--- src/rtl/fetch_sequencer_pkg.sv ---
// Shared definitions for the fetch sequencer: opcode encodings, FSM states,
// fault codes and the conditional-branch decision.
package fetch_sequencer_pkg;

   localparam int OPCODE_W = 5;

   localparam logic [OPCODE_W-1:0] OP_BEQ  = 5'b01011;
   localparam logic [OPCODE_W-1:0] OP_BNE  = 5'b01100;
   localparam logic [OPCODE_W-1:0] OP_JMP  = 5'b01101;
   localparam logic [OPCODE_W-1:0] OP_CALL = 5'b01110;
   localparam logic [OPCODE_W-1:0] OP_RET  = 5'b01111;

   localparam logic [1:0] FAULT_NONE      = 2'b00;
   localparam logic [1:0] FAULT_OVERFLOW  = 2'b01;
   localparam logic [1:0] FAULT_UNDERFLOW = 2'b10;

   typedef enum logic [1:0] {
      S_FETCH = 2'd0,
      S_WAIT  = 2'd1,
      S_ISSUE = 2'd2,
      S_HALT  = 2'd3
   } state_e;

   // Only BEQ/BNE are conditional; a branch strobe with any other opcode falls through.
   function automatic logic branch_taken(input logic [OPCODE_W-1:0] op, input logic zero);
      return ((op == OP_BEQ) && zero) || ((op == OP_BNE) && !zero);
   endfunction

endpackage

--- src/rtl/fetch_sequencer_ras.sv ---
// Hardware return-address stack. The pointer carries one extra bit so that
// full (sp == STACK_DEPTH) and empty (sp == 0) are distinct states.
module ras_stack #(
   parameter int ADDR_W      = 8,
   parameter int STACK_DEPTH = 8
) (
   input  logic              clk,
   input  logic              rst_n,
   input  logic              push,
   input  logic              pop,
   input  logic [ADDR_W-1:0] push_data,
   output logic [ADDR_W-1:0] top,
   output logic              full,
   output logic              empty
);

   localparam int IDX_W = $clog2(STACK_DEPTH);
   localparam int PTR_W = IDX_W + 1;

   logic [PTR_W-1:0]  sp_q, sp_d;
   logic [ADDR_W-1:0] mem_q [STACK_DEPTH];
   logic [IDX_W-1:0]  top_idx;

   assign full    = (sp_q == PTR_W'(STACK_DEPTH));
   assign empty   = (sp_q == '0);
   assign top_idx = IDX_W'(sp_q - PTR_W'(1));
   assign top     = mem_q[top_idx];

   always_comb begin
      sp_d = sp_q;
      if (push && !full)
         sp_d = sp_q + PTR_W'(1);
      else if (pop && !empty)
         sp_d = sp_q - PTR_W'(1);
   end

   // NOTE: state registers use non-blocking assignments so every flop samples pre-edge values.
   always_ff @(posedge clk or negedge rst_n) begin
      if (!rst_n)
         sp_q <= '0;
      else
         sp_q <= sp_d;
   end

   // NOTE: entries are not reset; sp alone decides which entries are meaningful.
   always_ff @(posedge clk) begin
      if (push && !full)
         mem_q[sp_q[IDX_W-1:0]] <= push_data;
   end

endmodule

--- src/rtl/fetch_sequencer.sv ---
// Non-pipelined instruction fetch/issue sequencer: owns the PC, fetches one word
// at a time, issues it, and resolves branch/jump/call/ret on accept.
module fetch_sequencer
   import fetch_sequencer_pkg::*;
#(
   parameter int                ADDR_W      = 8,
   parameter int                INSTR_W     = 32,
   parameter int                STACK_DEPTH = 8,
   parameter logic [ADDR_W-1:0] RESET_PC    = '0
) (
   input  logic                clk,
   input  logic                rst_n,
   output logic                imem_req,
   output logic [ADDR_W-1:0]   imem_addr,
   input  logic [INSTR_W-1:0]  imem_rdata,
   input  logic                imem_valid,
   output logic [INSTR_W-1:0]  instr,
   output logic [OPCODE_W-1:0] opcode,
   output logic                instr_valid,
   input  logic                instr_ready,
   input  logic                branch,
   input  logic                jump,
   input  logic                call,
   input  logic                ret,
   input  logic                zero_flag,
   input  logic [ADDR_W-1:0]   target_addr,
   output logic [ADDR_W-1:0]   pc,
   output logic                halted,
   output logic [1:0]          fault_code
);

   state_e               state_q, state_d;
   logic [ADDR_W-1:0]    pc_q, pc_d;
   logic [INSTR_W-1:0]   instr_q, instr_d;
   logic [1:0]           fault_q, fault_d;
   logic [ADDR_W-1:0]    pc_plus1;
   logic                 accept;
   logic                 ras_push, ras_pop, ras_full, ras_empty;
   logic [ADDR_W-1:0]    ras_top;

   assign pc_plus1    = pc_q + ADDR_W'(1);
   assign accept      = (state_q == S_ISSUE) && instr_ready;

   // The reset state is S_FETCH, so the request is gated by rst_n to stay low while in reset.
   assign imem_req    = rst_n && (state_q == S_FETCH);
   assign imem_addr   = pc_q;
   assign instr       = instr_q;
   assign opcode      = instr_q[INSTR_W-1 -: OPCODE_W];
   assign instr_valid = (state_q == S_ISSUE);
   assign pc          = pc_q;
   assign halted      = (state_q == S_HALT);
   assign fault_code  = fault_q;

   ras_stack #(
      .ADDR_W      (ADDR_W),
      .STACK_DEPTH (STACK_DEPTH)
   ) u_ras (
      .clk       (clk),
      .rst_n     (rst_n),
      .push      (ras_push),
      .pop       (ras_pop),
      .push_data (pc_plus1),
      .top       (ras_top),
      .full      (ras_full),
      .empty     (ras_empty)
   );

   // NOTE: every output of this block gets a default first, so no path can infer a latch.
   always_comb begin
      state_d  = state_q;
      pc_d     = pc_q;
      instr_d  = instr_q;
      fault_d  = fault_q;
      ras_push = 1'b0;
      ras_pop  = 1'b0;

      case (state_q)
         S_FETCH: state_d = S_WAIT;
         S_WAIT: begin
            if (imem_valid) begin
               instr_d = imem_rdata;
               state_d = S_ISSUE;
            end
         end
         S_ISSUE: begin
            if (accept) begin
               state_d = S_FETCH;
               pc_d    = pc_plus1;
               if (ret) begin
                  if (ras_empty) begin
                     pc_d    = pc_q;
                     fault_d = FAULT_UNDERFLOW;
                     state_d = S_HALT;
                  end else begin
                     ras_pop = 1'b1;
                     pc_d    = ras_top;
                  end
               end else if (call) begin
                  if (ras_full) begin
                     pc_d    = pc_q;
                     fault_d = FAULT_OVERFLOW;
                     state_d = S_HALT;
                  end else begin
                     ras_push = 1'b1;
                     pc_d     = target_addr;
                  end
               end else if (jump) begin
                  pc_d = target_addr;
               end else if (branch && branch_taken(opcode, zero_flag)) begin
                  pc_d = target_addr;
               end
            end
         end
         S_HALT:  state_d = S_HALT;
         default: state_d = S_HALT;
      endcase
   end

   always_ff @(posedge clk or negedge rst_n) begin
      if (!rst_n) begin
         state_q <= S_FETCH;
         pc_q    <= RESET_PC;
         instr_q <= '0;
         fault_q <= FAULT_NONE;
      end else begin
         state_q <= state_d;
         pc_q    <= pc_d;
         instr_q <= instr_d;
         fault_q <= fault_d;
      end
   end

endmodule

--- config.mk ---
export PLATFORM = sky130hd
export DESIGN_NAME = fetch_sequencer
export DESIGN_NICKNAME = d
export VERILOG_FILES = /design/src/rtl/fetch_sequencer_pkg.sv /design/src/rtl/fetch_sequencer_ras.sv /design/src/rtl/fetch_sequencer.sv
export SDC_FILE = /design/constraint.sdc
export NUM_CORES = 1
export LEC_CHECK = 0
export ABC_AREA = 1
export CAP_MARGIN = 40
export CORE_MARGIN = 2
export CORE_UTILIZATION = 47
export DETAILED_ROUTE_END_ITERATION = 7
export GPL_ROUTABILITY_DRIVEN = 0
export PLACE_DENSITY = 0.77
export SYNTH_ARGS = -nofsm -noshare
export SYNTH_HDL_FRONTEND = slang
export SYNTH_SLANG_ARGS = --single-unit
--- constraint.sdc ---
create_clock -name clk -period 2.5 [get_ports clk]
set_input_delay 0.375 -clock clk [delete_from_list [all_inputs] [get_ports clk]]
set_output_delay 0.375 -clock clk [all_outputs]
set_load 0.02 [all_outputs]
-- Yosys cells after proc, flatten, opt, wreduce, memory -nomap -nowiden
Memories as Yosys holds them, arrays and structs flattened.
Index checks and enable logic that the tools add are counted.
- register bits after elaboration: 48
- RAM bits: 64
- input bits: 49
- output and inout port bits: 58
- word-level logic and storage cells: 70
- memories: 1
- memories (name ; depth ; bits a word ; read ports ; clocked after memory_dff ; write ports ; RTL line ; RTL):
    u_ras.mem_q ; 8 ; 8 ; 1 ; 0 ; 1 ; fetch_sequencer_ras.sv:21 ; logic [ADDR_W-1:0] mem_q [STACK_DEPTH];
- $add $sub $neg: 3
- equal/unequal tests: 11
- multiplexer cells: 30
- reductions and logical operators: 20
- operators by type and width (kind ; count):
    8-bit two-way mux ; 6
    2-bit two-way mux ; 10
    1-bit two-way mux ; 11
    5-bit by 4-bit equality test with 1-bit output (second input constant) ; 2
    8-bit by 1-bit adder with 8-bit output (second input constant) ; 1
    4-bit two-way mux ; 2
    2-bit case mux with 4 select lines ; 1
    1-bit logical AND ; 7
    2-bit nonzero test ; 3
    5-bit AND reduction ; 1
    4-bit by 1-bit adder with 4-bit output (second input constant) ; 1
    2-bit equality test (second input constant) ; 2
    4-bit equality test (second input constant) ; 1
    4-bit logical NOT ; 1
    2-bit by 1-bit != test with 1-bit output (second input constant) ; 2
    2-bit != test (second input constant) ; 2
    2-bit AND reduction ; 2
    4-bit AND reduction ; 1
    4-bit by 1-bit subtractor with 4-bit output (second input constant) ; 1
    1-bit logical NOT ; 3
    3-bit != test (second input constant) ; 1
    2-bit by 1-bit equality test with 1-bit output (second input constant) ; 1
    2-bit logical NOT ; 1
    1-bit logical OR ; 1

-- Longest topological paths before layout
- depth in word-level cells: 9
- depth in mapped cells: 13
- mapped depth without buffers: 11

-- Modules after synthesis
A second synthesis with hierarchy kept.
- cell total of the unflattened synthesis: 485
- area total of the unflattened synthesis: 5242.5 um2
- modules (own cells, without submodules) (module ; instances ; cells each ; area each (um2)):
    ras_stack ; 1 ; 252 ; 2890.3
    fetch_sequencer ; 1 ; 233 ; 2352.3

-- Least setup slack after synthesis
Ideal clock, no wire load.
- path kind: reg-to-reg
- from: register u_ras.sp_q[0]
- to: memory u_ras.mem_q[1][0], enable pin
- library setup time: 0.370 ns
- arrival: 1.682 ns
- setup slack: 0.448 ns
- cell stages (with the launch flop): 10
- path buffers: 2
- period minus slack after synthesis: 2.052 ns
- cell sequence: dfrtp_1 buf_4 inv_2 buf_2 ha_1 nand3_2 nand2_1 inv_2 nand2_1 nor2_1
- longest elaborated chain between the ends: 9
- elaborated cells on any way between the ends: 10
- RTL lines (what ; RTL line ; RTL):
    start, declared ; fetch_sequencer_ras.sv:20 ; logic [PTR_W-1:0] sp_q, sp_d;
    start signal, assigned ; fetch_sequencer_ras.sv:42 ; sp_q <= sp_d;
    4-bit equality test ; fetch_sequencer_ras.sv:24 ; assign full = (sp_q == PTR_W'(STACK_DEPTH));
    1-bit two-way mux ; fetch_sequencer.sv:99 ; if (ras_full) begin
    1-bit two-way mux ; fetch_sequencer.sv:98 ; end else if (call) begin
    1-bit two-way mux ; fetch_sequencer.sv:89 ; if (ret) begin
    1-bit two-way mux ; fetch_sequencer.sv:86 ; if (accept) begin
    1-bit two-way mux ; fetch_sequencer.sv:77 ; case (state_q)
    1-bit logical AND ; fetch_sequencer_ras.sv:47 ; if (push && !full)
    1-bit two-way mux ; fetch_sequencer_ras.sv:47 ;
    1-bit two-way mux (not written as such) ; fetch_sequencer_ras.sv:48 ; mem_q[sp_q[IDX_W-1:0]] <= push_data;
    end, declared ; fetch_sequencer_ras.sv:21 ;
Parallel ways exist; a longest one is shown, timed or not.

-- Final worst setup path
- from: register u_ras.sp_q[1]
- to: memory u_ras.mem_q[3][3], enable pin
Same word-level chain as after synthesis.

==> run summary <==
Outcome -> completed
Fill cells -> 883
Die Area -> 12,000 µm²
Commonest cells after routing, fill and taps aside -> nand2_1, clkdlybuf4s50_1, nor2_1
Synthesized cell area -> 5240 µm²
CTS sink count -> 112
Post-DP HPWL -> 9010 µm
CP max stage cell -> nor3_2
DR WL met2 -> 5970 µm
Register bit total from synthesis -> 112
Top layer in use -> met4
Rows -> 38
DRC Markers -> 0
Post-Syn Instances -> 579
Commonest non-fill, non-tap cell in the layout -> nand2_1
GR Overflow Total -> 0
Boundary pin count -> 107
Largest stage delay on the critical path -> 0.49 ns
Die X-Extent -> 110 µm
CP Class -> flip-flop to flip-flop
Routed wl met3 -> 1260 µm
CP most frequent cell -> nand2_1
Unique cell type count in the Yosys netlist -> 39
Final setup viols -> 0
Pin count of the biggest net entering global routing -> 49
Crit-path leading delay family -> simple AND/OR/NAND/NOR gates
Tightest Pin Transition -> 0.610 ns
Area Growth Syn to Fin -> 25.8%
Final net count -> 733
Post-synth ARST share -> 42.9%
Worst clock skew -> 0.0163 ns
Aggregate routed wire length -> 12,600 µm
Iter 0 DRT Violations -> 343
Htree depth -> 3
WP data required -> 2.51 ns
Num CTS Buffers -> 9
Maximum fanout along the worst path -> 8
Post-CTS Setup Bufs -> 0
Worst R2R Start -> u_ras.sp_q[1]
Reg area -> 3120 µm²
Number of hold violations in the final report -> 0
Max_cap viols -> 0
Clock transition at path regs -> 0.12 ns
Ant diodes -> 0
Post-Synthesis Net Count -> 632
Top FF cell, synth -> edfxtp_1
Min Tclk post-route -> 2.11 ns
Starting Density -> 48.4%
Setup_tns -> 0 ns
WL per Instance -> 15.3 µm
Die Height -> 110 µm
Buf/Inv on CP -> 2
LEAKAGE -> 0.00294 µW
Share of the synthesized area in the top cell type -> 36.7%
Worst-path cell chain -> inv_1, ha_1, nand3_2, nand2_1, inv_2, nand2_1, nor3_2
Core footprint -> 10,800 µm²
Worst R2R Setup Slack -> 0.39 ns
GRT Util Overall -> 22.3%
Initial antenna violation count -> 0
Worst VDD drop -> 0.000696 V
Top cells by area, synth -> edfxtp_1, dfrtp_1, nand2_1
WL met1 -> 5100 µm
Worst Hold Class -> input pin to asynchronous set/reset pin
Period utilisation layout -> 84.5%
Skew-Pair Late Insertion Delay -> 0.37 ns
Post-CTS sizing -> 0
Seq/Total Area, Yosys -> 59.6%
CTS tree -> yes
Root Buffer -> clkbuf_8
First-pass GRT wire length -> 20,300 µm
Slew HR -> 59.4%
Multi-input gate area -> 1710 µm²
Routed Antenna Nets -> 0
Vias in the first global route -> 4,242
Post-Route Utilization -> 60.8%
Critical Path Start Type -> flip-flop
# hold bufs at CTS -> 0
Number of enable flip-flop cells after synthesis -> 64
Syn_area_per_cell -> 9.05 µm²
Post-DR vias/cell -> 5.05
Layout cell share with drive strength beyond 1 -> 7.74%
Worst EP arrival -> 2.12 ns
Cell Pwr Density -> 1230 nW/µm²
Post-synth top area cell -> edfxtp_1
Fmax achieved -> 0.473 GHz
CTS Buffer Depth -> 2
CP Launch Point -> u_ras.sp_q[1]
Yosys warns -> 0
Port Buf Inserts -> 106
Setup crit end kind -> flip-flop
Pins Over Slew Limit -> 0
RSZ-0062 raised after global routing -> no
Via count -> 4,166
Drt first pass iters -> 5
[logic make-up (layout without fill, tap and decap cells)]
logic type	after synthesis	after routing	synth area share, %
simple gates	336	336	26.6
flops	112	112	59.6
buf+inv	88	194	7.83
compound gates	33	33	3.58
xor+xnor	6	6	1.50
fa+ha+maj	4	4	0.955
[where the power goes]
group | leakage, µW | total [µW] | switching [µW] | internal, µW
Sequential | 0.00116 | 2870 | 341 | 2530
Combinational | 0.00168 | 4160 | 2580 | 1580
Clock | 0.0000931 | 1060 | 672 | 393
[worst paths after layout]
| path | depth (start not counted) | endpoint |
|---|---|---|
| min in group clk | 2 | instr[19] |
| max reg2reg | 7 | u_ras.mem_q[3][3] |
| min reg2reg | 2 | instr[19] |
| max in group asynchronous | 2 | u_ras.sp_q[3] |
| min | 2 | instr[9] |
| max | 7 | u_ras.mem_q[3][3] |
[sequential cells by signal, summed over array words and instances (netlist names)]
name / cells
u_ras.mem_q: 64
state_q: 2
instr: 32
imem_addr: 8
u_ras.sp_q: 4
fault_code: 2
[cells in the mapped netlist (2+ instances only)]
library cell  number
inv_1             50
nor2_1            68
inv_2              5
ha_1               4
buf_2             11
o211ai_1           2
nand2_2            3
nor3_2             2
nand2_1          207
o21ai_0           25
xor2_1             3
edfxtp_1          64
dfrtp_1           48
buf_4             15
clkbuf_1           3
nand3_1           46
[routing by layer]
layer	vias up	GRT usage [%]
met4	0	7.78
met5	-	0
met1	1929	28.4
met2	188	36.2
met3	27	6.70
li1	2022	-
[through the flow]
step	total power, µW	worst slack [ns]	instance area (µm²)	hold WS [ns]	instances
after global placement	6940	0.268	6380	0.462	808
after CTS	8110	0.365	6600	0.171	825
after floorplan	5450	0.448	5240	0.0794	579
after detailed placement	7030	0.229	6400	0.465	809
final	8100	0.388	6600	0.124	825
after global routing	8590	0.214	6600	0.185	825
[layout make-up]
class                      instances  area share [%]
sequential                       112            47.4
multi-input combinational        379            25.9
timing repair buffer             121            17.8
inverter                          57            3.28
tap                              140            2.66
clock buffer                       9            1.88
clock inverter                     7            1.08
Note: power is estimated with default switching activity, not from simulation.
